### src/rtl/snn_pkg.sv
// Shared types and constants for the spiking-network output layer.
// FSM encoding, datapath widths and the per-beat weighted-sum helper.
package snn_pkg;

    typedef enum logic [2:0] {
        ST_IDLE,
        ST_CAPTURE,
        ST_COMPUTE,
        ST_FIRE,
        ST_DONE
    } state_t;

    localparam int BEATS  = 144;
    localparam int LANES  = 4;
    localparam int W_W    = 8;
    localparam int MEM_W  = 16;
    localparam int ACC_W  = 18;
    localparam int ADDR_W = 11;
    localparam int WORD_W = LANES * W_W;

    // Sum of the signed weights whose lane spiked in this beat.
    function automatic logic signed [ACC_W-1:0] beat_sum(
        input logic [WORD_W-1:0] w,
        input logic [LANES-1:0]  spk
    );
        logic signed [ACC_W-1:0] s;
        s = '0;
        for (int k = 0; k < LANES; k++) begin
            if (spk[k]) begin
                s = s + {{(ACC_W-W_W){w[W_W*k+W_W-1]}}, w[W_W*k +: W_W]};
            end
        end
        return s;
    endfunction

endpackage

### src/rtl/lif_update.sv
// Leaky integrate-and-fire step: V - (V >>> LEAK_SHIFT) + acc, saturated.
// Ports: v/acc in, v_next (saturated 16-bit) and fire (v_next >= THRESHOLD) out.
module lif_update import snn_pkg::*; #(
    parameter logic signed [MEM_W-1:0] THRESHOLD  = 16'sd256,
    parameter int                      LEAK_SHIFT = 4
) (
    input  logic signed [MEM_W-1:0] v,
    input  logic signed [ACC_W-1:0] acc,
    output logic signed [MEM_W-1:0] v_next,
    output logic                    fire
);

    localparam int SUM_W = ACC_W + 2;
    localparam logic signed [SUM_W-1:0] MAX_V = SUM_W'((2 ** (MEM_W-1)) - 1);
    localparam logic signed [SUM_W-1:0] MIN_V = ~MAX_V;

    logic signed [MEM_W-1:0] leak;
    logic signed [SUM_W-1:0] v_x;
    logic signed [SUM_W-1:0] leak_x;
    logic signed [SUM_W-1:0] acc_x;
    logic signed [SUM_W-1:0] sum;

    always_comb begin
        leak   = v >>> LEAK_SHIFT;
        v_x    = {{(SUM_W-MEM_W){v[MEM_W-1]}}, v};
        leak_x = {{(SUM_W-MEM_W){leak[MEM_W-1]}}, leak};
        acc_x  = {{(SUM_W-ACC_W){acc[ACC_W-1]}}, acc};
        sum    = v_x - leak_x + acc_x;
        if (sum > MAX_V) begin
            v_next = MAX_V[MEM_W-1:0];
        end else if (sum < MIN_V) begin
            v_next = MIN_V[MEM_W-1:0];
        end else begin
            v_next = sum[MEM_W-1:0];
        end
        fire = (v_next >= THRESHOLD);
    end

endmodule

### src/rtl/spike_integrator.sv
// Frame-based LIF output layer: captures a spike frame, then per neuron
// streams weights from BRAM, accumulates, leaks, fires.
// Ports: clk/reset, i_w_run/i_valid/i_spike/i_clear control+data in;
// addr/ce/we/d/q weight BRAM; o_spike_out/o_done/o_busy status out.
module spike_integrator import snn_pkg::*; #(
    parameter int                      NUM_NEURONS = 10,
    parameter int                      NUM_BEATS   = BEATS,
    parameter logic signed [MEM_W-1:0] THRESHOLD   = 16'sd256,
    parameter int                      LEAK_SHIFT  = 4
) (
    input  logic                   clk,
    input  logic                   reset,
    input  logic                   i_w_run,
    input  logic                   i_valid,
    input  logic [LANES-1:0]       i_spike,
    input  logic                   i_clear,
    output logic [ADDR_W-1:0]      addr,
    output logic                   ce,
    output logic                   we,
    output logic [WORD_W-1:0]      d,
    input  logic [WORD_W-1:0]      q,
    output logic [NUM_NEURONS-1:0] o_spike_out,
    output logic                   o_done,
    output logic                   o_busy
);

    localparam int BEAT_W = (NUM_BEATS > 1) ? $clog2(NUM_BEATS) : 1;
    localparam int NRN_W  = (NUM_NEURONS > 1) ? $clog2(NUM_NEURONS) : 1;
    localparam logic [BEAT_W-1:0] LAST_BEAT = BEAT_W'(NUM_BEATS - 1);
    localparam logic [NRN_W-1:0]  LAST_NRN  = NRN_W'(NUM_NEURONS - 1);

    state_t                     state;
    logic [BEAT_W-1:0]          beat_cnt;
    logic [NRN_W-1:0]           nrn;
    logic [NUM_BEATS*LANES-1:0] spk_buf;
    logic signed [MEM_W-1:0]    mem [NUM_NEURONS];
    logic signed [ACC_W-1:0]    acc;
    logic [LANES-1:0]           spk_d;
    logic                       rd_d;
    logic [NUM_NEURONS-1:0]     fire_mask;
    logic signed [MEM_W-1:0]    v_next;
    logic                       fire;
    logic [ADDR_W-1:0]          next_base;

    assign we     = 1'b0;
    assign d      = '0;
    assign o_busy = (state != ST_IDLE);

    assign next_base = ADDR_W'((int'(nrn) + 1) * NUM_BEATS);

    lif_update #(
        .THRESHOLD  (THRESHOLD),
        .LEAK_SHIFT (LEAK_SHIFT)
    ) u_lif (
        .v      (mem[nrn]),
        .acc    (acc),
        .v_next (v_next),
        .fire   (fire)
    );

    always_ff @(posedge clk) begin
        if (reset) begin
            state       <= ST_IDLE;
            beat_cnt    <= '0;
            nrn         <= '0;
            spk_buf     <= '0;
            acc         <= '0;
            spk_d       <= '0;
            rd_d        <= 1'b0;
            fire_mask   <= '0;
            o_spike_out <= '0;
            o_done      <= 1'b0;
            ce          <= 1'b0;
            addr        <= '0;
            for (int i = 0; i < NUM_NEURONS; i++) mem[i] <= '0;
        end else if (i_clear) begin
            // Abort: o_spike_out keeps the last completed frame.
            state     <= ST_IDLE;
            beat_cnt  <= '0;
            nrn       <= '0;
            acc       <= '0;
            spk_d     <= '0;
            rd_d      <= 1'b0;
            fire_mask <= '0;
            o_done    <= 1'b0;
            ce        <= 1'b0;
            addr      <= '0;
            for (int i = 0; i < NUM_NEURONS; i++) mem[i] <= '0;
        end else begin
            o_done <= 1'b0;
            case (state)
                ST_IDLE: begin
                    if (i_w_run) begin
                        state     <= ST_CAPTURE;
                        beat_cnt  <= '0;
                        fire_mask <= '0;
                    end
                end
                ST_CAPTURE: begin
                    if (i_valid) begin
                        spk_buf[int'(beat_cnt)*LANES +: LANES] <= i_spike;
                        if (beat_cnt == LAST_BEAT) begin
                            state    <= ST_COMPUTE;
                            beat_cnt <= '0;
                            nrn      <= '0;
                            acc      <= '0;
                            rd_d     <= 1'b0;
                            ce       <= 1'b1;
                            addr     <= '0;
                        end else begin
                            beat_cnt <= beat_cnt + 1'b1;
                        end
                    end
                end
                ST_COMPUTE: begin
                    // Spike bits trail the address by one cycle to meet q.
                    rd_d  <= ce;
                    spk_d <= spk_buf[int'(beat_cnt)*LANES +: LANES];
                    if (rd_d) acc <= acc + beat_sum(q, spk_d);
                    if (ce) begin
                        if (beat_cnt == LAST_BEAT) begin
                            ce   <= 1'b0;
                            addr <= '0;
                        end else begin
                            beat_cnt <= beat_cnt + 1'b1;
                            addr     <= addr + 1'b1;
                        end
                    end else begin
                        // Drain cycle: last word was folded into acc.
                        state <= ST_FIRE;
                    end
                end
                ST_FIRE: begin
                    mem[nrn]       <= fire ? '0 : v_next;
                    fire_mask[nrn] <= fire;
                    if (nrn == LAST_NRN) begin
                        state <= ST_DONE;
                    end else begin
                        state    <= ST_COMPUTE;
                        nrn      <= nrn + 1'b1;
                        beat_cnt <= '0;
                        acc      <= '0;
                        rd_d     <= 1'b0;
                        ce       <= 1'b1;
                        addr     <= next_base;
                    end
                end
                ST_DONE: begin
                    o_spike_out <= fire_mask;
                    o_done      <= 1'b1;
                    nrn         <= '0;
                    state       <= ST_IDLE;
                end
                default: state <= ST_IDLE;
            endcase
        end
    end

endmodule

### config.mk
export PLATFORM = sky130hd
export DESIGN_NAME = spike_integrator
export DESIGN_NICKNAME = d
export VERILOG_FILES = /design/src/rtl/snn_pkg.sv /design/src/rtl/lif_update.sv /design/src/rtl/spike_integrator.sv
export SDC_FILE = /design/constraint.sdc
export NUM_CORES = 2
export LEC_CHECK = 0
export CAP_MARGIN = 20
export CORE_MARGIN = 2
export CORE_UTILIZATION = 55
export DETAILED_ROUTE_END_ITERATION = 10
export HOLD_SLACK_MARGIN = 0.06
export PLACE_DENSITY_LB_ADDON = 0.25
export SLEW_MARGIN = 0
export SYNTH_ARGS = -nofsm -noshare
export SYNTH_HDL_FRONTEND = slang
export SYNTH_SLANG_ARGS = --single-unit
### constraint.sdc
create_clock -name clk -period 7.56 [get_ports clk]
set_input_delay 1.134 -clock clk [delete_from_list [all_inputs] [get_ports clk]]
set_output_delay 1.134 -clock clk [all_outputs]
set_load 0.01 [all_outputs]
Word-level counts from Yosys, hierarchy flattened
Memories as Yosys holds them, arrays and structs flattened. A register that Yosys moved wholly into a read port is not among the register bits.
Cells that the tools add are included.
W data, S select, Z words.
- add/subtract/negate cells: 11
- $mul: 1
- order comparisons: 5
- eq/ne operators: 14
- shift-type cells: 3
- muxes and demuxes: 92
- bitwise operators: 11
- reductions and logical operators: 18
- operators by type and width (cell ; number):
    $bwmux W576 ; 1
    $shift A4 B33 Y576 const A ; 1
    $shiftx A4 B33 Y576 ; 1
    $shiftx A576 B11 Y4 ; 1
    $mux W18 ; 24
    $mux W16 ; 14
    $add A18 B18 Y18 ; 4
    $mux W11 ; 5
    $pmux W18 S3 ; 1
    $mux W8 ; 6
    $neg A10 Y33 ; 1
    $pmux W11 S3 ; 1
    $pmux W8 S4 ; 1
    $mux W4 ; 6
    $gt A20 B16 Y1 const B ; 1
    $lt A20 B16 Y1 const B ; 1
    $mux W1 ; 20
    $pmux W10 S2 ; 1
    $add A17 B18 Y19 ; 1
    $sub A16 B12 Y17 ; 1
    $ge A16 B10 Y1 const B ; 1
    $ne A2 B2 Y1 const B ; 8
    $reduce_or A16 Y1 ; 1
    $mux W3 ; 5
    31 further kinds ; 48
- bits in registers: 647
- RAM bits: 160
- input port bits: 41
- output and inout bits: 57
- memories: 1
- memories (memory ; words ; width ; rd ports ; clocked after memory_dff ; wr ports ; line ; source):
    mem ; 10 ; 16 ; 1 ; 1 ; 10 ; spike_integrator.sv:36 ; logic signed [MEM_W-1:0] mem [NUM_NEURONS];

Longest topological paths before layout
- depth in word-level cells: 26
- gate-level depth with buffers: 39
- depth with buffers taken out: 38

Hierarchy
A second synthesis with hierarchy kept.
- cell total of the unflattened synthesis: 4952
- area, all modules: 46284.4 um^2
- by module, submodules not included (module ; instances ; cells each ; area an instance (um^2)):
    spike_integrator ; 1 ; 4685 ; 44262.5
    lif_update ; 1 ; 267 ; 2021.9

Worst setup path after synthesis
OpenSTA, ideal clock, no wires.
- path type: input-to-reg
- start point: in q[0]
- end point: reg acc[16]
- setup time: 0.126 ns
- data arrival time: 7.783 ns
- data required time: 7.434 ns
- path slack: -0.350 ns
- cell stages on the path: 30
- path through: and2_1 ha_1 fa_1 maj3_1 a32o_1 maj3_1 a32o_1 a21oi_1 nor2_1 nor2_1 fa_1 o21ai_0 ha_1 a21oi_1 xnor2_1 nand2_1 nand2_1 ha_1 a21o_1 a21o_1 a21oi_1 nand3_1 o21ai_0 xnor2_1 mux2_2 ha_1 and3_1 a2111oi_0 a2111o_1 o211ai_1
- longest elaborated chain between the ends: 26
- RTL lines (what ; line ; source):
    start, declared ; spike_integrator.sv:21 ; input logic [WORD_W-1:0] q,
    $mux W18 (*) ; snn_pkg.sv:29 ; if (spk[k]) begin
    $mux W18 (*) ; spike_integrator.sv:119 ; if (rd_d) acc <= acc + beat_sum(q, spk_d);
    $mux W18 (*) ; spike_integrator.sv:91 ; case (state)
    $mux W18 (*) ; spike_integrator.sv:76 ; end else if (i_clear) begin
    $mux W18 (*) ; spike_integrator.sv:62 ; if (reset) begin
    $add A18 B18 Y18 ; snn_pkg.sv:30 ; s = s + {{(ACC_W-W_W){w[W_W*k+W_W-1]}}, w[W_W*k +: W_W]};
    $mux W18 (*) ; snn_pkg.sv:29 ;
    $mux W18 (*) ; spike_integrator.sv:119 ;
    [10 not listed] ; n/a ;
    $mux W18 (*) ; snn_pkg.sv:29 ;
    $mux W18 (*) ; spike_integrator.sv:119 ;
    $mux W18 (*) ; spike_integrator.sv:91 ;
    $mux W18 (*) ; spike_integrator.sv:76 ;
    $mux W18 (*) ; spike_integrator.sv:62 ;
    $add A18 B18 Y18 (*) ; spike_integrator.sv:119 ;
    $mux W18 (*) ; spike_integrator.sv:119 ;
    $pmux W18 S3 (*) ; spike_integrator.sv:91 ;
    end signal, assigned ; spike_integrator.sv:119 ;
    end, declared ; spike_integrator.sv:37 ; logic signed [ACC_W-1:0] acc;
Mark *: on every way between the ends. The rest lies on a longest branch, timed or not. The select of a mux whose other input is x is not followed.
A chain may end at the register's enable or synchronous reset.

Worst setup path in the final report
- start point: in q[1]
- end point: reg acc[16]
Same word-level chain as after synthesis.

==> impl_metrics.json <==
{
  "die_y_um": 296,
  "cts_buffer_depth": 3,
  "portBuffers": 64,
  "seqPwrFrac_pct": 46.4,
  "yosys.area.top_type": "dfxtp_1",
  "criticalPathCategory": "in2reg",
  "synth_compound_area_share_pct": 14.4,
  "status": "complete, no violations",
  "hold_viol": 0,
  "synth_top_area_share_pct": 27.8,
  "detail_route.wl_per_cell_um": 24.3,
  "instances_no_fill": 6164,
  "grtUsageTotal_pct": 33.5,
  "seq_area_frac_synth_pct": 44.1,
  "fin_crit_sh_pct": 95.9,
  "grt_pass1_wl_um": 225000,
  "yosys.area_share.simple_pct": 18.2,
  "slew_violations": 0,
  "async_flop_share_pct": 0,
  "finalInstanceArea_sq_um": 53200,
  "arrival_ns": 7.80,
  "clock-sinks": 907,
  "drc": 0,
  "antenna_found_initial": 1,
  "rows": 107,
  "synthCells": 4922,
  "start_kind": "input pin",
  "totalWireLength_um": 150000,
  "synth_xor_area_share_pct": 1.45,
  "max_stage_delay_ns": 0.45,
  "utilization_pct": 62.7,
  "overflow": 0,
  "grt_max_degree": 139,
  "syn-cell-area_sq_um": 46900,
  "whs_ns": 0.453,
  "max_freq_mhz": 138,
  "met1_length_um": 57500,
  "syn_to_final_growth_pct": 13.4,
  "num_vias": 40277,
  "synth_edf_count": 256,
  "ys_types": 76,
  "endpoint_kind": "register",
  "final_layout_size_suffix_gt1_share_pct": 18.4,
  "slew-limit-headroom_pct": 14.8,
  "nets": 5089,
  "fin_crit_ns": 7.25,
  "core_area_sq_um": 84900,
  "drt_iter0_markers": 5277,
  "place_inst": 5961,
  "synth_area_leaders": "dfxtp_1, edfxtp_1, mux4_2, a21oi_1, o21ai_0",
  "clock_skew_ns": 0.0411,
  "setup_viol_count_final": 0,
  "viasPerCell": 6.53,
  "pwr_density_cell_nw_per_um2": 206,
  "cts.hold.buffers_added": 0,
  "drtAntennaViolNets": 0,
  "tightestPinTransition_ns": 1.28,
  "synth_seq_cells": 907,
  "switching_power_mw": 2.68,
  "top_layer": "met5",
  "initial_core_util_pct": 55.3,
  "combPwrFrac_pct": 7.7,
  "cts_tree": "done",
  "crit_fanout": 3,
  "muxShareOfSynthArea_pct": 13.5,
  "cts-buffers-inserted": 96,
  "ys.flop_type": "dfxtp_1",
  "syn_avg_cell_area_sq_um": 9.53,
  "slowest_stage": "clkdlybuf4s50_1",
  "yosys.area_share.adder_pct": 3.43,
  "cts-root-buf": "clkbuf_16",
  "max_cap_viol_count": 0,
  "cp.required_ns": 8.11,
  "cts_htree_levels": 3,
  "first_pass_iters": 6,
  "yosysWarnings": 0,
  "die_w_um": 296,
  "io-pin-count": 98,
  "switching_share_pct": 24.4,
  "p_int_mw": 8.28,
  "hold_path_class": "reg2reg",
  "power.total_mw": 11.0,
  "placed_area_sq_um": 49100,
  "dpl.hpwl_um": 97300,
  "clock_latency_ns": 0.68,
  "met2WireLength_um": 66500,
  "p_clk_share_pct": 45.9,
  "gp_congestion": 0.989,
  "path_clk_slew_ns": 0.06,
  "power.leakage_nw": 17.9,
  "wl_met3_um": 15800,
  "grt_pass1_vias": 37582,
  "vdd_drop_max_v": 0.000168,
  "fill_cells": 7006,
  "dieArea_sq_um": 87700,
  "synth_top_family_by_area": "simple AND/OR/NAND/NOR gates"
}
-- flip-flops by register name, indices dropped and copies added (netlist names), named ones only --
name / count
addr: 11
nrn: 4
acc: 18
ce: 1
rd_d: 1
state: 3
spk_buf: 576
fire_mask: 10
o_done: 1
mem: 256
beat_cnt: 8
spk_d: 4
o_spike_out: 10
-- critical path, delay by kind of cell --
family / cells / cell delay (ns)
AOI/OAI and AO/OA: 11 / 2.21
xor gates and xnor gates: 1 / 0.13
adders and majority gates: 6 / 1.69
buffers and inverters: 5 / 0.88
muxes: 1 / 0.29
and+or+nand+nor: 10 / 1.47
-- path summary, 6_finish.rpt --
check                    start           end  slack, ns  cells past startpoint
hold reg to reg   spk_buf[408]  spk_buf[408]       0.45                      2
setup / recovery          q[1]       acc[16]       0.31                     34
hold / removal    spk_buf[408]  spk_buf[408]       0.45                      2
setup reg to reg      spk_d[0]       acc[16]       0.61                     34
-- final cells by class --
class / count / area [sq um] / area share (%)
Antenna cell: 2 / 5.00 / 0.00940
Clock buffer: 147 / 2910 / 5.46
Clock inverter: 34 / 513 / 0.964
Inverter: 113 / 424 / 0.797
Multi-Input combinational cell: 3514 / 24600 / 46.1
Sequential cell: 907 / 20700 / 39.0
Tap cell: 1144 / 1430 / 2.69
Timing Repair Buffer: 303 / 2660 / 4.99
-- stage by stage --
| step | TNS [ns] | setup WS [ns] |
|---|---|---|
| finish | 0 | 0.306 |
| global route | -0.00548 | -0.00548 |
| CTS | 0 | 0.00810 |
| detailed placement | -5.65 | -0.877 |
| global placement | -4.65 | -0.797 |
| floorplan | 0 | 0.00951 |
-- cell usage in the layout, fill, tap and decap left out, types with 31 or more instances in the layout --
| cell | count |
|---|---|
| inv_1 | 111 |
| dfxtp_1 | 645 |
| ha_1 | 80 |
| nor3_2 | 139 |
| buf_4 | 223 |
| a21oi_1 | 673 |
| and2_1 | 31 |
| nand3_1 | 389 |
| clkbuf_16 | 97 |
| nor3_1 | 258 |
| mux4_2 | 263 |
| edfxtp_1 | 256 |
| o21ai_0 | 386 |
| nor2_1 | 495 |
| conb_1 | 33 |
| clkdlybuf4s50_1 | 62 |
| nand2_1 | 275 |
| xnor2_1 | 42 |
-- cells in the mapped netlist, types with 19 or more instances --
library cell  instances
dfxtp_1             651
ha_1                 91
buf_4                34
nand2_1             281
nand4_1              24
a21oi_1             693
xor2_1               31
buf_1                50
edfxtp_1            256
mux4_2              263
nor2b_1              19
nor3_2              135
clkbuf_1            302
o21a_1               27
fa_1                 22
xnor2_1              44
and2_1               32
buf_2                19
inv_1               112
a21o_1               29
nor2_1              507
mux2i_1              29
nand3_1             391
o21ai_0             402
nor3_1              262
-- power groups by stage --
stage / Sequential [mW] / Clock (mW) / Combinational [mW]
2_1_floorplan: 5.18 / 0 / 0.590
5_1_grt: 5.09 / 5.25 / 0.896
6_report: 5.09 / 5.03 / 0.841
3_5_place_dp: 5.19 / 0 / 0.810
4_1_cts: 5.09 / 5.05 / 0.817
3_3_place_gp: 5.19 / 0 / 0.798
-- per-layer routing --
layer / vias to the layer above / global-route usage, %
met1: 19456 / 44.5
met4: 6 / 19.7
met3: 559 / 6.52
met5: - / 0.665
li1: 17943 / -
met2: 2313 / 50.9
-- logic make-up (layout without fill, tap and decap cells) --
| family | Yosys count | after routing |
|---|---|---|
| DFF | 907 | 907 |
| and+or+nand+nor | 1726 | 1726 |
| buffers and inverters | 533 | 597 |
| adders and majority gates | 116 | 116 |
| muxes | 303 | 303 |
| AOI/OAI and AO/OA | 1260 | 1260 |
| other | 1 | 35 |
| xor gates and xnor gates | 76 | 76 |
-- what timing repair did --
action,in CTS,in global routing
setup buffers,7,7
setup endpoints to repair,5,8
pin swaps,7,40
gates resized for setup,13,77
Power figures use the tool's default switching activity.
